==> src/rtl/serial_word_deser.sv <==
// Serial-to-parallel word rebuilder: sync-aligned framing, one-deep valid/ready
// output buffer, and a sticky overrun flag for words dropped while the buffer is full.
module serial_word_deser #(
    parameter int WIDTH        = 4,
    parameter bit MSB_FIRST    = 1'b1,
    parameter bit REQUIRE_SYNC = 1'b1
) (
    input  logic                       clk,
    input  logic                       reset_n,
    input  logic                       sdi_i,
    input  logic                       sdi_valid_i,
    input  logic                       sync_i,
    output logic [WIDTH-1:0]           dout_o,
    output logic                       dout_valid_o,
    input  logic                       dout_ready_i,
    output logic                       overrun_o,
    input  logic                       clr_overrun_i,
    output logic [$clog2(WIDTH)-1:0]   bit_cnt_o
);

    localparam int CW = $clog2(WIDTH);
    localparam logic [CW-1:0] CNT_ONE  = CW'(1);
    localparam logic [CW-1:0] LAST_IDX = CW'(WIDTH - 1);

    typedef enum logic [0:0] {
        ST_HUNT  = 1'b0,
        ST_SHIFT = 1'b1
    } state_e;

    localparam state_e RESET_STATE = REQUIRE_SYNC ? ST_HUNT : ST_SHIFT;

    state_e            state_q, state_d;
    logic [WIDTH-1:0]  shift_q, shift_d;
    logic [CW-1:0]     cnt_q, cnt_d;
    logic [WIDTH-1:0]  dout_q, dout_d;
    logic              valid_q, valid_d;
    logic              ovr_q, ovr_d;
    logic              complete_s;
    logic              ovr_set_s;

    // Shifting into an all-zero register also yields the "fresh word" start value.
    function automatic logic [WIDTH-1:0] shift_in(input logic [WIDTH-1:0] cur, input logic b);
        logic [WIDTH-1:0] res;
        if (MSB_FIRST) begin
            res = {cur[WIDTH-2:0], b};
        end else begin
            res = {b, cur[WIDTH-1:1]};
        end
        return res;
    endfunction

    // Framing FSM next state: hunting for sync, accumulating bits, detecting completion.
    always_comb begin
        state_d    = state_q;
        shift_d    = shift_q;
        cnt_d      = cnt_q;
        complete_s = 1'b0;
        case (state_q)
            ST_HUNT: begin
                if (sdi_valid_i && sync_i) begin
                    shift_d = shift_in({WIDTH{1'b0}}, sdi_i);
                    cnt_d   = CNT_ONE;
                    state_d = ST_SHIFT;
                end else begin
                    state_d = ST_HUNT;
                end
            end
            ST_SHIFT: begin
                if (sdi_valid_i && sync_i) begin
                    shift_d = shift_in({WIDTH{1'b0}}, sdi_i);
                    cnt_d   = CNT_ONE;
                end else if (sdi_valid_i && (cnt_q == LAST_IDX)) begin
                    shift_d    = shift_in(shift_q, sdi_i);
                    cnt_d      = {CW{1'b0}};
                    complete_s = 1'b1;
                end else if (sdi_valid_i) begin
                    shift_d = shift_in(shift_q, sdi_i);
                    cnt_d   = cnt_q + CNT_ONE;
                end else begin
                    state_d = ST_SHIFT;
                end
            end
            default: begin
                state_d = RESET_STATE;
                shift_d = {WIDTH{1'b0}};
                cnt_d   = {CW{1'b0}};
            end
        endcase
    end

    // Output buffer: load, same-cycle replace, consume, and overrun set/clear (set wins).
    always_comb begin
        dout_d    = dout_q;
        valid_d   = valid_q;
        ovr_set_s = complete_s && valid_q && !dout_ready_i;
        if (complete_s && (!valid_q || dout_ready_i)) begin
            dout_d  = shift_d;
            valid_d = 1'b1;
        end else if (!complete_s && valid_q && dout_ready_i) begin
            valid_d = 1'b0;
        end else begin
            valid_d = valid_q;
        end
        if (ovr_set_s) begin
            ovr_d = 1'b1;
        end else if (clr_overrun_i) begin
            ovr_d = 1'b0;
        end else begin
            ovr_d = ovr_q;
        end
    end

    // State and output registers with asynchronous reset.
    always_ff @(posedge clk or negedge reset_n) begin
        if (!reset_n) begin
            state_q <= RESET_STATE;
            shift_q <= {WIDTH{1'b0}};
            cnt_q   <= {CW{1'b0}};
            dout_q  <= {WIDTH{1'b0}};
            valid_q <= 1'b0;
            ovr_q   <= 1'b0;
        end else begin
            state_q <= state_d;
            shift_q <= shift_d;
            cnt_q   <= cnt_d;
            dout_q  <= dout_d;
            valid_q <= valid_d;
            ovr_q   <= ovr_d;
        end
    end

    assign dout_o       = dout_q;
    assign dout_valid_o = valid_q;
    assign overrun_o    = ovr_q;
    assign bit_cnt_o    = cnt_q;

endmodule
==> config.mk <==
export PLATFORM = sky130hd
export DESIGN_NAME = serial_word_deser
export DESIGN_NICKNAME = d
export VERILOG_FILES = /design/src/rtl/serial_word_deser.sv
export SDC_FILE = /design/constraint.sdc
export NUM_CORES = 1
export LEC_CHECK = 0
export ABC_AREA = 1
export CORE_MARGIN = 2
export CORE_UTILIZATION = 47
export CTS_CLUSTER_DIAMETER = 40
export DETAILED_ROUTE_END_ITERATION = 7
export PLACE_DENSITY_LB_ADDON = 0.25
export SYNTH_ARGS = -nofsm -noshare
export SYNTH_HDL_FRONTEND = slang
export SYNTH_SLANG_ARGS = --single-unit
export TNS_END_PERCENT = 5
==> constraint.sdc <==
create_clock -name clk -period 1.7 [get_ports clk]
set_clock_uncertainty 0.2 [all_clocks]
set_input_delay 0.34 -clock clk [delete_from_list [all_inputs] [get_ports clk]]
set_output_delay 0.34 -clock clk [all_outputs]
set_load 0.02 [all_outputs]
Word level (Yosys, flattened, before mapping) --
Index checks and enable logic that the tools add are counted.
Cells by class: equality and inequality tests 3, reduce and logical (&&, ||, !) cells 14, bitwise gates (word level) 1, mux-type cells 19, add/sub/neg operators 1
Operators by type and width (number):
- 4-bit two-way mux | 4
- 1-bit two-way mux | 8
- 2-bit two-way mux | 4
- 4-bit one-hot mux with 2 select lines | 1
- 1-bit logical AND | 7
- 4-bit by 2-bit != test with 1-bit output (second input constant) | 1
- 2-bit one-hot mux with 2 select lines | 1
- 2-bit nonzero test | 2
- 1-bit zero test | 3
- 2-bit by 1-bit adder with 2-bit output (second input constant) | 1
- 2-bit equality test (second input constant) | 1
- 2-bit != test (second input constant) | 1
- 1-bit one-hot mux with 2 select lines | 1
- 2-bit AND reduction | 1
- 1-bit logical OR | 1
- 1-bit NOT | 1
Word-level totals: register bits after elaboration 13, output and inout bits 8, word-level logic and storage cells 44, bits of input ports 7

Longest topological paths before layout --
Gate-level depths: netlist of run 1.
depth after elaboration 10, depth in mapped cells 8, gate-level depth less buffers 7

Least setup slack after synthesis of run 1 --
OpenSTA, ideal clock, no wires.
path kind reg-to-reg, start register cnt_q[0] (netlist: bit_cnt_o[0]), end register dout_q[1] (netlist: dout_o[1]), buffers on the path 0, arrival time 1066 ps, clock period less this slack 1382 ps, data required time 1384 ps, library setup time 116 ps, stages on the path, launching flop included 8, setup slack 318 ps, cell sequence dfrtp_1 > ha_1 > nand2_4 > clkinv_4 > nand3_4 > nor2_4 > nand2_1 > nand2_1
Between the ends: longest elaborated chain between the ends 6
Ends and longest elaborated chain:
- start, declared | line 34 | logic [CW-1:0] cnt_q, cnt_d;
- start signal, assigned | line 118 | cnt_q <= {CW{1'b0}};
- start signal, assigned | line 125 | cnt_q <= cnt_d;
- 2-bit equality test * | line 72 | end else if (sdi_valid_i && (cnt_q == LAST_IDX)) begin
- 1-bit logical AND * | line 72
- 1-bit two-way mux | line 72
- 1-bit two-way mux | line 69 | if (sdi_valid_i && sync_i) begin
- 1-bit two-way mux | line 58 | case (state_q)
- 1-bit logical AND | line 96 | if (complete_s && (!valid_q || dout_ready_i)) begin
- end signal, assigned | line 119 | dout_q <= {WIDTH{1'b0}};
- end signal, assigned | line 126 | dout_q <= dout_d;
- end, declared | line 35 | logic [WIDTH-1:0] dout_q, dout_d;
Every way passes the cells marked *; elsewhere a longest branch is shown, timed or not. A chain may end at the register's enable or synchronous reset.

Final worst setup path of run 1 --
start register cnt_q[0] (netlist: bit_cnt_o[0]), end output port bit_cnt_o[0]
RTL lines:
- end, declared | line 18 | output logic [$clog2(WIDTH)-1:0] bit_cnt_o
No word-level cell between the ends.

==> results of run 1 <==
how the worst max path moves through the flow:
stage	to	slack [ps]	cells past startpoint
after floorplan	dout_o[1]	320	7
after global placement	dout_o[3]	-20	8
after detailed placement	dout_o[2]	-50	7
after CTS	bit_cnt_o[0]	140	1
after global routing	bit_cnt_o[0]	100	1
final	bit_cnt_o[0]	140	1
power groups by stage:
stage,clock [uW],sequential (uW),combinational (uW)
after floorplan,0,499,150
after CTS,194,422,359
after global placement,0,427,401
after global routing,203,429,386
final,191,423,355
after detailed placement,0,428,402
placed cells by master, fill, tap and decap left out, types with 3 or more instances in the layout:
cell,n
nand2_1,22
dfrtp_1,13
nand2_2,12
dlygate4sd2_1,8
inv_1,7
nand3_1,6
clkdlybuf4s50_1,6
nor2_1,4
clkbuf_4,3
buf_4,3
state kept, by name (all words and copies together), names as in the netlist:
name and cells:
dout_o 4, shift_q 4, bit_cnt_o 2, dout_valid_o 1, overrun_o 1, state_q 1
what timing repair did:
item | 4_1_cts | 5_1_grt
endpoints found under the setup margin | 8 | 0
hold endpoints to repair | 0 | 0
gates resized for setup | 8 | 0
stage by stage:
| stage | hold WS (ps) | total power (uW) |
|---|---|---|
| 2_1_floorplan | -156 | 649 |
| 5_1_grt | 185 | 1020 |
| 4_1_cts | 165 | 975 |
| 3_5_place_dp | 269 | 830 |
| 6_report | 163 | 969 |
| 3_3_place_gp | 264 | 828 |
routing by layer:
metal | wire (um) | GRT usage [%] | up-vias | share of wire, %
li1 | - | - | 275 | -
met4 | 12 | 7.50 | 0 | 0.92
met5 | 0 | 0 | - | 0
met2 | 569 | 25.6 | 8 | 44
met1 | 670 | 24.1 | 242 | 52
met3 | 47 | 2.59 | 2 | 3.6
cell type report:
type	count	area (um^2)
Timing Repair Buffer	17	153
Clock buffer	4	26.3
Fill cell	120	464
Inverter	10	45.0
Sequential cell	13	325
Tap cell	15	18.8
Multi-Input combinational cell	53	302
cells by family (layout without fill, tap and decap cells):
group / count (synthesis) / after routing / share of synthesized area, %
AO/OA/AOI/OAI: 3 / 3 / 2.38
buffers and inverters: 11 / 31 / 8.24
adder cells (fa/ha/maj): 1 / 1 / 1.83
AND/OR/NAND/NOR: 49 / 49 / 39.9
flip-flops: 13 / 13 / 47.6
==> out/qor.yml, run 1 <==
setup_path:
  max_stage_delay_ps: 420
  path_buf_inv: 1
  r2r_cells: 7
  crit_type: "flop to primary output"
  path_delay_family: "flip-flops"
  cp.arrival_ps: 1020
  cp_cell_sequence: "dlygate4sd2_1"
  crit_start: "bit_cnt_o[0]"
  end_kind: "primary output"
  slowest_stage: "dfrtp_1"
  crit_fanout: 4
  critPathLaunchType: "flop"
  timing.rr.end: "dout_o[3]"
  critical_path_required_ps: 1160
  r2r-start: "bit_cnt_o[0]"
  r2r_slack_ps: 360
sta:
  fmax_ghz: 0.641
  period_minus_slack_ps: 1560
  hold_violations: 0
  final_min_period_over_clock_period_pct: 91.8
  finalSetupViolCount: 0
  slew_viol_final: 0
  rsz0062_at_grt: "false"
  setup_ws_ps: 140
  setup_tns_ps: 0
  tightest_slew_ps: 235
  slew_headroom_pct: 84.3
layout:
  drive_above_1_share_pct: 26.8
  final_cells: 112
  fin_area_um2: 870
  nets: 106
  num_antenna_cells: 0
  fin_util_pct: 65.2
  area_growth_pct: 27.3
clocking:
  clock_sinks: 13
  h-tree-depth: 1
  cts.path.max_buffers: 2
  cts_setup_buffers: 0
  cts_buffers: 3
  clk_pin_slew_ps: 80
  clock-root-buffer: "clkbuf_4"
  cts_tree: "built"
  clk_latency_ps: 270
  hold_buffers: 0
drt:
  wl_per_cell_um: 11.6
  drt_iter0_markers: 11
  ant_nets: 0
  totalWireLength_um: 1300
  vias: 527
  viasPerCell: 4.71
  remaining_drc_errors: 0
  firstDrtPassIters: 4
power_and_ir_drop:
  ir_drop_v: 0.000646
  p_per_area_nw_per_um2: 1110
  p_clk_share_pct: 19.7
  switching_share_pct: 36.8
  switching_power_uw: 357
  leakage_uw: 0.000468
  sequentialPowerShare_pct: 43.6
  pwr-share-comb_pct: 36.6
  p_int_uw: 612
min_path:
  hold_class: "primary input to async pin"
floorplan:
  num_rows: 13
  die_area_um2: 1770
  die_y_um: 42.1
  start_util_pct: 51.2
  die_w_um: 42.1
  fp.coreArea_um2: 1330
  io_pins: 15
yosys:
  yosys-top-cells-count: "nand2_1 (22), dfrtp_1 (13), nand2_2 (12)"
  ys_types: 19
  synth_area_per_cell_um2: 8.87
  synth-edff-count: 0
  syn-num-nets: 85
  synth_top_cell_area_share_pct: 47.6
  yosys_register_bits: 13
  syn_area_um2: 683
  yosys-top-cells-area: "dfrtp_1 (48%), nand2_1 (12%), nand2_2 (11%)"
  synth-async-reset-ratio_pct: 100
  synthFlopType: "dfrtp_1"
  syn_inst: 77
  yosysWarnings: 0
  yosys.area.top_type: "dfrtp_1"
  yosysMostFrequentCell: "nand2_1"
  seq_area_frac_synth_pct: 47.6
place:
  port_buffers: 14
  pre_cts_slack_ps: -47.8
  dpl.cell_count: 108
  gp_congestion: 0.802
  hpwlAfterDp_um: 1010
  dpl_cell_area_um2: 853
global_routing:
  grt_pass1_wl_um: 2290
  grt-ovfl-total: 0
  grt_max_degree: 14
  antenna_found_initial: 0
  grt_pass1_vias: 535
  track_usage_pct: 17.0
job:
  maxCapViolations: 0
outcome:
  outcome: "finished, final reports clean"
Note: power is estimated with default switching activity, not from simulation.
==> inputs of run 2 (changes only) <==
--- a/config.mk
+++ b/config.mk
@@ -8,6 +8,7 @@
 export ABC_AREA = 1
 export CORE_MARGIN = 2
 export CORE_UTILIZATION = 47
+export CTS_BUF_LIST = sky130_fd_sc_hd__clkbuf_16
 export CTS_CLUSTER_DIAMETER = 40
 export DETAILED_ROUTE_END_ITERATION = 7
 export PLACE_DENSITY_LB_ADDON = 0.25
==> run 2 against run 1 <==
Compared with the run above:
- cell count did not move
- sequential power hardly changed
- sequential cell count did not move
- largest cell class unchanged
- via count grew 4.4%
- combinational power rose by 1%
- highest routed layer unchanged
==> out/qor.yml, run 2 (synthesized netlist as in run 1, its figures left out) <==
outcome:
  outcome: "finished, final reports clean"
layout:
  area_growth_pct: 35.0
  mostFrequentLayoutCells: "nand2_1 (22), dfrtp_1 (13), nand2_2 (12), inv_1 (8), dlygate4sd2_1 (8)"
  final_common_cell: "nand2_1"
  num_antenna_cells: 0
  drive_above_1_share_pct: 26.8
  fill_cells: 107
  fin_area_um2: 922
  nets: 106
global_routing:
  grt_pass1_wl_um: 2490
  grt_pass1_vias: 578
  track_usage_pct: 19.0
  antenna_found_initial: 0
  grt-ovfl-total: 0
  grt_max_degree: 14
place:
  dpl_cell_area_um2: 853
  port_buffers: 14
  gp_congestion: 0.802
  pre_cts_slack_ps: -47.8
  hpwlAfterDp_um: 1010
setup_path:
  slowest_stage: "dfrtp_1"
  critPathLaunchType: "flop"
  critical_path_required_ps: 1160
  cp.arrival_ps: 990
  crit_type: "flop to primary output"
  cp_cell_sequence: "dlygate4sd2_1"
  end_kind: "primary output"
  crit_fanout: 4
  max_stage_delay_ps: 410
  path_delay_family: "flip-flops"
  path_buf_inv: 1
clocking:
  clock_sinks: 13
  cts_tree: "built"
  h-tree-depth: 1
  clock-root-buffer: "clkbuf_16"
  cts.path.max_buffers: 2
  clk_pin_slew_ps: 40
  cts_buffers: 3
  clk_latency_ps: 240
sta:
  hold_violations: 0
  tightest_slew_ps: 263
  slew_viol_final: 0
  finalSetupViolCount: 0
  final_min_period_over_clock_period_pct: 89.7
  rsz0062_at_grt: "false"
  period_minus_slack_ps: 1530
  setup_ws_ps: 175
  fmax_ghz: 0.656
  slew_headroom_pct: 82.4
floorplan:
  die_w_um: 42.1
  io_pins: 15
  fp.coreArea_um2: 1330
  num_rows: 13
  die_y_um: 42.1
  die_area_um2: 1770
  start_util_pct: 51.2
drt:
  viasPerCell: 4.91
  wl_per_cell_um: 12.9
  drt_iter0_markers: 17
  firstDrtPassIters: 4
  totalWireLength_um: 1440
  remaining_drc_errors: 0
  vias: 550
  ant_nets: 0
min_path:
  hold_class: "primary input to async pin"
power_and_ir_drop:
  total_power_uw: 1220
  p_per_area_nw_per_um2: 1320
  leakage_uw: 0.000495
  ir_drop_v: 0.000779
job:
  maxCapViolations: 0
run 2: timing repair:
item                       CTS  global route
buffers inserted             0             0
resized for setup            8             0
hold buffers                 0             0
setup endpoints to repair    8             0
run 2: layer usage:
metal | GRT usage [%] | up-vias | part of all wire [%]
met3 | 6.03 | 6 | 5.9
met1 | 24.1 | 252 | 47
met5 | 0 | - | 0
met2 | 28.4 | 18 | 45
met4 | 10.6 | 0 | 1.9
li1 | - | 274 | -
run 2: cell type report:
type,count,area (um^2),area share (%)
Inverter,10,45.0,4.88
Timing Repair Buffer,17,153,16.6
Tap cell,15,18.8,2.04
Clock inverter,1,3.75,0.407
Sequential cell,13,325,35.3
Clock buffer,3,75.1,8.14
Multi-Input combinational cell,53,302,32.7
run 2: worst paths after layout:
path                       slack [ps]  cells past startpoint          from      endpoint
min in group clk                  270                      2     dout_o[0]     dout_o[0]
hold / removal                    200                      2       reset_n     dout_o[0]
hold reg to reg                   270                      2     dout_o[0]     dout_o[0]
setup reg to reg                  340                      6  bit_cnt_o[0]  bit_cnt_o[0]
max in group asynchronous         940                      2       reset_n     overrun_o
setup / recovery                  170                      1  bit_cnt_o[0]  bit_cnt_o[0]
run 2: metrics by stage:
step	utilization [%]	setup TNS [ps]	hold WS, ps	instances
3_3_place_gp	64.0	-72.5	264	108
4_1_cts	69.1	0	208	112
6_report	69.1	0	202	112
5_1_grt	69.1	0	228	112
3_5_place_dp	64.0	-180	269	108
2_1_floorplan	-	0	-156	77
run 2: report_power, final:
group | leakage (uW) | switching (uW) | internal [uW]
clock network | 0.0000423 | 126 | 310
logic | 0.000291 | 216 | 143
registers | 0.000162 | 45.1 | 380
